==> src/rtl/display_mode_ctrl.sv <==
// display_mode_ctrl: drives the VGA output mux select code.
// Mode 0 is the title screen; modes 1..NUM_MODES-1 are camera/processing views.
// Button presses are synchronized and debounced. The title screen is held
// until TITLE_FRAMES frames elapse or a key is pressed. Every mode change is
// applied only on a vsync_pulse, so the mux never switches mid-frame.
// Optional build macro: DISPLAY_MODE_AUTO_CYCLE_EN. When it is defined, RUN
// steps to the next mode after AUTO_FRAMES frames without a button event.
//
// state    | meaning
// ST_TITLE | title screen shown (select 0), counting frames toward timeout
// ST_RUN   | a view mode 1..NUM_MODES-1 is shown
module display_mode_ctrl #(
  parameter int NUM_MODES       = 5,
  parameter int DEBOUNCE_CYCLES = 1000000,
  parameter int TITLE_FRAMES    = 300,
  parameter int AUTO_FRAMES     = 600
) (
  input  logic       clk,
  input  logic       rst,
  input  logic       btn_next,
  input  logic       btn_prev,
  input  logic       btn_home,
  input  logic       vsync_pulse,
  output logic [2:0] select_signal,
  output logic       mode_strobe,
  output logic       req_pending
);

  localparam logic [0:0] ST_TITLE = 1'b0;
  localparam logic [0:0] ST_RUN   = 1'b1;

  localparam logic [2:0] MODE_LAST = 3'(NUM_MODES - 1);

  localparam int DB_W = (DEBOUNCE_CYCLES > 1) ? $clog2(DEBOUNCE_CYCLES) : 1;
  localparam logic [DB_W-1:0] DB_LAST = DB_W'(DEBOUNCE_CYCLES - 1);

  localparam int FC_MAX = (TITLE_FRAMES > AUTO_FRAMES) ? TITLE_FRAMES : AUTO_FRAMES;
  localparam int FC_W   = $clog2(FC_MAX + 1);

  // Button bit order: 0 = next, 1 = prev, 2 = home
  logic [2:0]      btn_raw;
  logic [2:0]      sync1_q, sync2_q;
  logic [2:0]      deb_q;
  logic [2:0]      ev_q;
  logic [DB_W-1:0] db_cnt_q [3];

  logic [0:0]      state_q, state_d;
  logic [2:0]      mode_q, mode_d;
  logic [2:0]      tgt_q, tgt_d;
  logic            valid_q, valid_d;
  logic            strobe_q, strobe_d;
  logic [FC_W-1:0] fcnt_q, fcnt_d;

  logic       ev_next, ev_prev, ev_home;
  logic       do_step, do_home, apply;
  logic [2:0] base_mode;

  assign btn_raw = {btn_home, btn_prev, btn_next};

  function automatic logic [2:0] next_of(input logic [2:0] m);
    return (m == MODE_LAST) ? 3'd1 : m + 3'd1;
  endfunction

  function automatic logic [2:0] prev_of(input logic [2:0] m);
    return (m == 3'd1) ? MODE_LAST : m - 3'd1;
  endfunction

  // Two-flop synchronizers for the asynchronous pushbuttons
  always_ff @(posedge clk or posedge rst) begin
    if (rst) begin
      sync1_q <= '0;
      sync2_q <= '0;
    end else begin
      sync1_q <= btn_raw;
      sync2_q <= sync1_q;
    end
  end

  // Debounce: accept a new level after it has been stable long enough; flag rising edges
  always_ff @(posedge clk or posedge rst) begin
    if (rst) begin
      deb_q <= '0;
      ev_q  <= '0;
      for (int i = 0; i < 3; i++) db_cnt_q[i] <= '0;
    end else begin
      for (int i = 0; i < 3; i++) begin
        if (sync2_q[i] != deb_q[i]) begin
          if (db_cnt_q[i] == DB_LAST) begin
            deb_q[i]    <= sync2_q[i];
            ev_q[i]     <= sync2_q[i];
            db_cnt_q[i] <= '0;
          end else begin
            ev_q[i]     <= 1'b0;
            db_cnt_q[i] <= db_cnt_q[i] + DB_W'(1);
          end
        end else begin
          ev_q[i]     <= 1'b0;
          db_cnt_q[i] <= '0;
        end
      end
    end
  end

  assign ev_next = ev_q[0];
  assign ev_prev = ev_q[1];
  assign ev_home = ev_q[2];
  assign do_home = ev_home;
  assign do_step = !ev_home && (ev_next ^ ev_prev);
  assign apply   = vsync_pulse && valid_q;

  // Events chain off the pending target; on an apply cycle that is also the mode being applied
  assign base_mode = valid_q ? tgt_q : mode_q;

  // Next-state: frame counting, timeouts, frame-aligned apply, then new button events
  always_comb begin
    state_d  = state_q;
    mode_d   = mode_q;
    tgt_d    = tgt_q;
    valid_d  = valid_q;
    fcnt_d   = fcnt_q;
    strobe_d = 1'b0;

`ifdef DISPLAY_MODE_AUTO_CYCLE_EN
    if (vsync_pulse && (fcnt_q != '1)) fcnt_d = fcnt_q + FC_W'(1);
    if (!valid_q && (state_q == ST_RUN) && (fcnt_q >= FC_W'(AUTO_FRAMES))) begin
      valid_d = 1'b1;
      tgt_d   = next_of(mode_q);
    end
`else
    if (vsync_pulse && (state_q == ST_TITLE) && (fcnt_q != '1)) fcnt_d = fcnt_q + FC_W'(1);
`endif

    if (!valid_q && (state_q == ST_TITLE) && (fcnt_q >= FC_W'(TITLE_FRAMES))) begin
      valid_d = 1'b1;
      tgt_d   = 3'd1;
    end

    if (apply) begin
      mode_d   = tgt_q;
      strobe_d = (tgt_q != mode_q);
      valid_d  = 1'b0;
      fcnt_d   = '0;
      state_d  = (tgt_q == 3'd0) ? ST_TITLE : ST_RUN;
    end

    if (do_home && (base_mode != 3'd0)) begin
      valid_d = 1'b1;
      tgt_d   = 3'd0;
    end else if (do_step) begin
      valid_d = 1'b1;
      if (base_mode == 3'd0) tgt_d = 3'd1;
      else if (ev_next)      tgt_d = next_of(base_mode);
      else                   tgt_d = prev_of(base_mode);
    end

`ifdef DISPLAY_MODE_AUTO_CYCLE_EN
    if (|ev_q) fcnt_d = '0;
`endif
  end

  // Controller state registers
  always_ff @(posedge clk or posedge rst) begin
    if (rst) begin
      state_q  <= ST_TITLE;
      mode_q   <= 3'd0;
      tgt_q    <= 3'd0;
      valid_q  <= 1'b0;
      strobe_q <= 1'b0;
      fcnt_q   <= '0;
    end else begin
      state_q  <= state_d;
      mode_q   <= mode_d;
      tgt_q    <= tgt_d;
      valid_q  <= valid_d;
      strobe_q <= strobe_d;
      fcnt_q   <= fcnt_d;
    end
  end

  assign select_signal = mode_q;
  assign mode_strobe   = strobe_q;
  assign req_pending   = valid_q;

endmodule

==> config.mk <==
export PLATFORM = sky130hd
export DESIGN_NAME = display_mode_ctrl
export DESIGN_NICKNAME = d
export VERILOG_FILES = /design/src/rtl/display_mode_ctrl.sv
export SDC_FILE = /design/constraint.sdc
export NUM_CORES = 1
export LEC_CHECK = 0
export BUFFER_PORTS_ARGS = -buffer_cell sky130_fd_sc_hd__buf_2
export CAP_MARGIN = 10
export CORE_MARGIN = 8
export CORE_UTILIZATION = 60
export CTS_CLUSTER_DIAMETER = 40
export DETAILED_ROUTE_END_ITERATION = 16
export HOLD_SLACK_MARGIN = 0.1
export PLACE_DENSITY = 0.77
export SLEW_MARGIN = 20
export SYNTH_ARGS = -nofsm -noshare
export SYNTH_HDL_FRONTEND = slang
export SYNTH_SLANG_ARGS = --single-unit
export TNS_END_PERCENT = 1
==> constraint.sdc <==
create_clock -name clk -period 3.34 [get_ports clk]
set_input_delay 0.668 -clock clk [delete_from_list [all_inputs] [get_ports clk]]
set_output_delay 0.668 -clock clk [all_outputs]
set_load 0.03 [all_outputs]
==> results of run 1 <==
[metal layers]
layer / wire length [um] / global-route usage (%) / up-vias
met5: 0 / 0 / -
met4: 102 / 6.67 / 0
met3: 252 / 3.61 / 13
met2: 4170 / 29.2 / 53
met1: 3970 / 22.1 / 1676
li1: - / - / 1651
[area by class of cell]
| cell class | instances | area (um^2) | share of cell area (%) |
|---|---|---|---|
| inverters | 17 | 65.1 | 1.32 |
| clock buffers | 11 | 141 | 2.87 |
| clock inverters | 5 | 61.3 | 1.25 |
| repair buffers | 13 | 85.1 | 1.73 |
| flip-flops and latches | 91 | 2280 | 46.3 |
| multi-input cells | 336 | 2160 | 43.9 |
| well taps | 102 | 128 | 2.59 |
[registers in the layout, summed over array words and instances (netlist names)]
name and count:
fcnt_q 10, ev_q 3, state_q 1, tgt_q 3, req_pending 1, sync2_q 3, select_signal 3, deb_q 3
mode_strobe 1, db_cnt_q 60, sync1_q 3
[power groups by stage]
stage / Sequential, mW / Combinational [mW] / Clock (mW)
6_report: 1.23 / 0.300 / 0.755
2_1_floorplan: 1.25 / 0.232 / 0
4_1_cts: 1.23 / 0.306 / 0.776
3_5_place_dp: 1.25 / 0.304 / 0
5_1_grt: 1.24 / 0.347 / 0.814
3_3_place_gp: 1.25 / 0.288 / 0
[worst paths after layout]
kind	startpoint	endpoint	slack (ps)	depth (start not counted)
min in group asynchronous	rst	db_cnt_q[1]	390	2
max	db_cnt_q[10]	db_cnt_q[11]	900	4
min reg2reg	sync1_q[0]	sync2_q[0]	370	0
min	sync1_q[0]	sync2_q[0]	370	0
max in group asynchronous	rst	db_cnt_q[44]	2260	3
max reg2reg	db_cnt_q[10]	db_cnt_q[11]	900	4
[critical path: stages (launching register included)]
cell and delay, ps:
dfrtp_1 440, or4_1 530, or4_4 570, o21ai_2 630, nor2_1 120
[placed cells by master, fill, tap and decap left out, drive strengths merged, types with 3 or more instances in the layout]
cell type | Yosys | final
or3 | 6 | 6
and2 | 7 | 7
nand2 | 36 | 36
or4 | 13 | 13
xor2 | 33 | 33
nand3 | 21 | 21
nor4 | 6 | 6
ha | 10 | 10
mux2 | 3 | 3
nand4 | 20 | 20
and3 | 9 | 9
and4 | 8 | 8
a21oi | 23 | 23
buf | 4 | 13
clkinv | 0 | 4
inv | 17 | 17
xnor2 | 18 | 18
o21ai | 12 | 12
o31ai | 14 | 14
dfrtp | 91 | 91
nor3 | 9 | 9
nor2 | 53 | 53
clkbuf | 11 | 11
mux2i | 3 | 3
nand3b | 3 | 3
[per-stage QoR]
stage | cells | total power [mW] | setup slack (ps) | util, % | instance area [um^2]
finish | 575 | 2.29 | 897 | 65.0 | 4920
detailed placement | 559 | 1.56 | 877 | 62.3 | 4720
CTS | 575 | 2.31 | 864 | 65.0 | 4920
floorplan | 459 | 1.48 | 308 | - | 4570
global route | 575 | 2.40 | 707 | 65.0 | 4920
global placement | 559 | 1.54 | 976 | 62.3 | 4720
[kinds of logic after synthesis]
group,after synthesis,share of synthesized area [%]
simple gates,206,24.3
flops,91,49.9
compound gates,63,8.85
xor+xnor,51,9.78
buf+inv,32,3.01
fa+ha+maj,10,2.74
mux,6,1.40
==> qor.csv, run 1 <==
stage,metric,value,unit
status,status,completed,
synthesis,ys_ff_latch,91,
sta,hold_slack,367,ps
pwr,p_int,1.66,mW
pwr,p_leak,2.13,nW
global_routing,grt_pass1_wl,14.8,mm
sta,drv_slew,0,
route,avgRoutedWirePerCell,14.8,um
setup_path,cp.required,3560,ps
pwr,p_comb_share,13.1,%
synthesis,synth_top_area_share,49.9,%
sta,setup_viol,0,
route,antenna_left,0,
pwr,swShare,27.6,%
synthesis,yosysUniqueCellTypes,49,
min_path,hp-class,register to register,
die,fp-row-count,32,
sta,fin_crit_sh,73.1,%
die,die_w,103,um
pwr,pwr-share-clk,33.0,%
die,dieArea,10700,um^2
finish,fillers,592,
sta,finalClockSkew,13.8,ps
synthesis,synthCells,459,
pwr,vdd_drop_max,0.000298,V
sta,rsz0062_at_grt,false,
finish,syn2layout_area_growth,7.73,%
synthesis,synthFlopType,dfrtp_1,
sta,max_slew_margin,47.5,%
sta,hold_viol,0,
finish,final_nets,484,
clock_network,cts_hold_buf,0,
pwr,p_seq_share,53.9,%
placement,routabilityCongestion,0.830,
clock_network,clockRootBuffer,clkbuf_8,
clock_network,post_cts_resize_count,0,
synthesis,ys_seq_area_share,49.9,%
route,dr.first_iter.drc_count,111,
clock_network,cts_setup_buffers,0,
pwr,p_sw,632,uW
global_routing,antenna_found_initial,0,
synthesis,yosys-top-cells-area,"dfrtp_1, xor2_1, nor2_1",
setup_path,critical_path.startpoint_type,register,
global_routing,gr-total-overflow,0,
placement,hpwlAfterDp,5.80,mm
job,drv_cap,0,
setup_path,cp_max_fo,20,
clock_network,cts_buffers,9,
die,die_h,103,um
route,vias,3393,
synthesis,post-synth-top-count-cell,dfrtp_1,
setup_path,crit_path_end_kind,register,
synthesis,netlist_area,4570,um^2
die,initial_utilization,60.3,%
placement,numPortBuffers,10,
route,avgViaCountPerCell,5.90,
route,dr.pass1.iters,4,
sta,finalSetupTns,0,ps
pwr,powerDensity,465,nW/um^2
sta,max_freq,409,MHz
die,coreArea,7570,um^2
clock_network,clk_path_buf_depth,2,
synthesis,async_flop_share,100,%
clock_network,clk_latency,360,ps
sta,min_period,2440,ps
clock_network,htree_levels,3,
global_routing,grt_pass1_vias,3265,
synthesis,synth_edf_count,0,
finish,antenna_cells,0,
setup_path,arrival,2660,ps
clock_network,clkTransAtPathRegs,90,ps
synthesis,synth_commonest_cells,"dfrtp_1, nor2_1, nand2_1, xor2_1, a21oi_1",
synthesis,synth_top_area_cell,dfrtp_1,
synthesis,yosys_warnings,0,
sta,worstMarginPinSlew,787,ps
clock_network,numClockSinks,91,
global_routing,track_usage,17.6,%
finish,drive_gt1_share,8.88,%
global_routing,grt_max_degree,51,
synthesis,synth.avg_cell_area,9.95,um^2
synthesis,syn-num-nets,475,
route,wl,8.50,mm
die,ios,11,
setup_path,worstSetupPathType,register to register,
clock_network,cts_tree,done,
route,remaining_drc_errors,0,
Note: power is estimated with default switching activity, not from simulation.
==> run 2: changes to the inputs <==
--- a/config.mk
+++ b/config.mk
@@ -8,11 +8,11 @@
 export BUFFER_PORTS_ARGS = -buffer_cell sky130_fd_sc_hd__buf_2
 export CAP_MARGIN = 10
 export CORE_MARGIN = 8
-export CORE_UTILIZATION = 60
+export CORE_UTILIZATION = 56
 export CTS_CLUSTER_DIAMETER = 40
 export DETAILED_ROUTE_END_ITERATION = 16
 export HOLD_SLACK_MARGIN = 0.1
-export PLACE_DENSITY = 0.77
+export PLACE_DENSITY = 0.75
 export SLEW_MARGIN = 20
 export SYNTH_ARGS = -nofsm -noshare
 export SYNTH_HDL_FRONTEND = slang
==> constraint.sdc (replaced) <==
create_clock -name clk -period 2.2 [get_ports clk]
set_input_delay 0.44 -clock clk [delete_from_list [all_inputs] [get_ports clk]]
set_output_delay 0.44 -clock clk [all_outputs]
set_load 0.03 [all_outputs]
==> run 2 against run 1 <==
  * Critical path depth grew 1
  * Sequential share of layout area shrank 0.68 points
  * Global-route usage shrank 1.5 points
  * Highest routed layer unchanged
==> qor.csv, run 2 (synthesized netlist as in run 1, its figures left out) <==
stage,metric,value,unit,change
finish,mostFrequentLayoutCells,"dfrtp_1, nor2_1, nand2_1, xor2_1, a21oi_1",,unchanged
finish,syn2layout_area_growth,9.35,%,was 7.73%
clock_network,cts_hold_buf,0,,unchanged
clock_network,clk_latency,370,ps,was 360 ps
setup_path,cp_slowest_cell,or4_4,,was o21ai_2
placement,numPortBuffers,10,,unchanged
placement,hpwlAfterDp,5.77,mm,was 5.80 mm
clock_network,cts_buffers,9,,unchanged
pwr,pwr-share-clk,35.2,%,was 33.0%
die,dieArea,11300,um^2,"was 10,700 um^2"
setup_path,crit_path_end_kind,register,,unchanged
finish,largest_reg_flops,60,,unchanged
pwr,p_leak,2.17,nW,was 2.13 nW
sta,finalClockSkew,12.2,ps,was 13.8 ps
finish,final_nets,490,,was 484
sta,drv_slew,0,,unchanged
pwr,p_seq_share,51.8,%,was 53.9%
finish,final_util,62.0,%,was 65.0%
clock_network,cts_setup_buffers,0,,unchanged
route,remaining_drc_errors,0,,unchanged
status,status,completed,,unchanged
finish,top_regs,"db_cnt_q (60), fcnt_q (10)",,unchanged
setup_path,reg2reg_to,db_cnt_q[12],,was db_cnt_q[11]
setup_path,cp_max_fo,15,,was 20
die,die_h,106,um,was 103 um
sta,max_slew_margin,66.6,%,was 47.5%
global_routing,track_usage,16.1,%,was 17.6%
die,coreArea,8050,um^2,was 7570 um^2
setup_path,worstSetupPathType,register to register,,unchanged
die,die_w,106,um,was 103 um
route,avgRoutedWirePerCell,14.5,um,was 14.8 um
clock_network,clk_path_buf_depth,2,,unchanged
sta,max_freq,478,MHz,was 409 MHz
finish,seq_area,2280,um^2,unchanged
sta,setup_viol,0,,unchanged
route,vias,3401,,"was 3,393"
finish,fillers,673,,was 592
pwr,powerDensity,724,nW/um^2,was 465 nW/um^2
finish,drive_gt1_share,10.2,%,was 8.88%
clock_network,htree_levels,3,,unchanged
finish,top_register,db_cnt_q,,unchanged
setup_path,cpPeakStageDelay,570,ps,was 630 ps
global_routing,antenna_found_initial,0,,unchanged
clock_network,numClockSinks,91,,unchanged
sta,fin_crit_sh,95.1,%,was 73.1%
global_routing,gr-total-overflow,0,,unchanged
setup_path,r2r_slack,110,ps,was 900 ps
clock_network,clockRootBuffer,clkbuf_8,,unchanged
finish,multi_input_area,2160,um^2,unchanged
route,dr.pass1.iters,4,,unchanged
pwr,p_int,2.63,mW,was 1.66 mW
route,dr.first_iter.drc_count,85,,was 111
setup_path,rr_worst_depth,5,,was 4
global_routing,grt_pass1_wl,15.1,mm,was 14.8 mm
sta,finalSetupTns,0,ps,unchanged
pwr,vdd_drop_max,0.000367,V,was 0.000298 V
die,initial_utilization,56.7,%,was 60.3%
setup_path,cp.required,2450,ps,was 3560 ps
sta,rsz0062_at_grt,false,,unchanged
route,avgViaCountPerCell,5.82,,was 5.90
global_routing,grt_max_degree,92,,was 51
finish,mostFrequentLayoutCell,dfrtp_1,,unchanged
clock_network,post_cts_resize_count,0,,unchanged
pwr,p_comb_share,13.0,%,was 13.1%
pwr,swShare,27.2,%,was 27.6%
setup_path,crit_chain,or4_1 > or4_4 > o21ai_2 > buf_4 > nor2_1,,was or4_1 > or4_4 > o21ai_2 > nor2_1
die,ios,11,,unchanged
placement,routabilityCongestion,0.810,,was 0.830
job,drv_cap,0,,unchanged
setup_path,arrival,2350,ps,was 2660 ps
clock_network,cts_tree,done,,unchanged
finish,antenna_cells,0,,unchanged
pwr,p_sw,983,uW,was 632 uW
setup_path,critical_path.startpoint_type,register,,unchanged
global_routing,grt_pass1_vias,3440,,"was 3,265"
route,wl,8.50,mm,about the same
sta,hold_viol,0,,unchanged
sta,min_period,2090,ps,was 2440 ps
sta,worstMarginPinSlew,499,ps,was 787 ps
min_path,hp-class,primary input to asynchronous set/reset pin,,was register to register
clock_network,clkTransAtPathRegs,90,ps,about the same
setup_path,r2r-start,db_cnt_q[15],,was db_cnt_q[10]
die,fp-row-count,33,,was 32
route,antenna_left,0,,unchanged
run 2: cell types whose count changed in the layout (fill, tap and decap cells not counted), sizes merged:
cell,change
buf,+6
bufinv,+1
clkbuf,-1
clkinv,-1
clkinvlp,+1
run 2: how the worst max path moves through the flow:
stage                 startpoint      endpoint  slack (ps)  depth (start not counted)
detailed placement  db_cnt_q[15]  db_cnt_q[12]         140                          5
global placement    db_cnt_q[15]  db_cnt_q[14]         170                          5
floorplan            req_pending   req_pending         180                          8
global route        db_cnt_q[15]   db_cnt_q[4]          20                          5
finish              db_cnt_q[15]  db_cnt_q[12]         110                          5
CTS                 db_cnt_q[15]   db_cnt_q[4]         110                          5
run 2: critical path, delay by kind of cell (launching register included):
kind / cells / cell delay (ps)
AO/OA/AOI/OAI: 1 / 160
buffers and inverters: 1 / 220
flip-flops: 1 / 420
AND/OR/NAND/NOR: 3 / 1170
run 2: power groups by stage:
stage / Combinational (mW) / Clock, mW / Sequential [mW]
after detailed placement: 0.476 / 0 / 1.90
after global routing: 0.540 / 1.35 / 1.89
after floorplan: 0.352 / 0 / 1.89
after global placement: 0.441 / 0 / 1.90
after CTS: 0.476 / 1.30 / 1.87
final: 0.469 / 1.27 / 1.87
run 2: routing by layer:
layer | vias up | share of wire, % | GRT usage [%] | wire (um)
met3 | 8 | 2.6 | 2.90 | 220
met4 | 0 | 1.2 | 7.94 | 102
met5 | - | 0 | 0 | 0
met2 | 27 | 49 | 26.0 | 4170
li1 | 1666 | - | - | -
met1 | 1700 | 47 | 20.5 | 4000
run 2: per-stage QoR:
stage | std cells | hold slack [ps] | setup WS [ps] | total power [mW] | instance area (um^2)
floorplan | 459 | 331 | 180 | 2.24 | 4570
global placement | 568 | 336 | 170 | 2.34 | 4770
detailed placement | 568 | 343 | 136 | 2.38 | 4770
CTS | 584 | 175 | 110 | 3.64 | 4990
global route | 584 | 180 | 21.0 | 3.78 | 4990
finish | 584 | 179 | 109 | 3.61 | 4990
run 2: area by class of cell:
type | count | share of cell area [%]
clock buffer | 10 | 2.76
clock inverter | 6 | 1.75
inverter | 17 | 1.35
multi-input combinational | 336 | 43.3
sequential | 91 | 45.6
tap | 105 | 2.63
timing repair buffer | 19 | 2.61
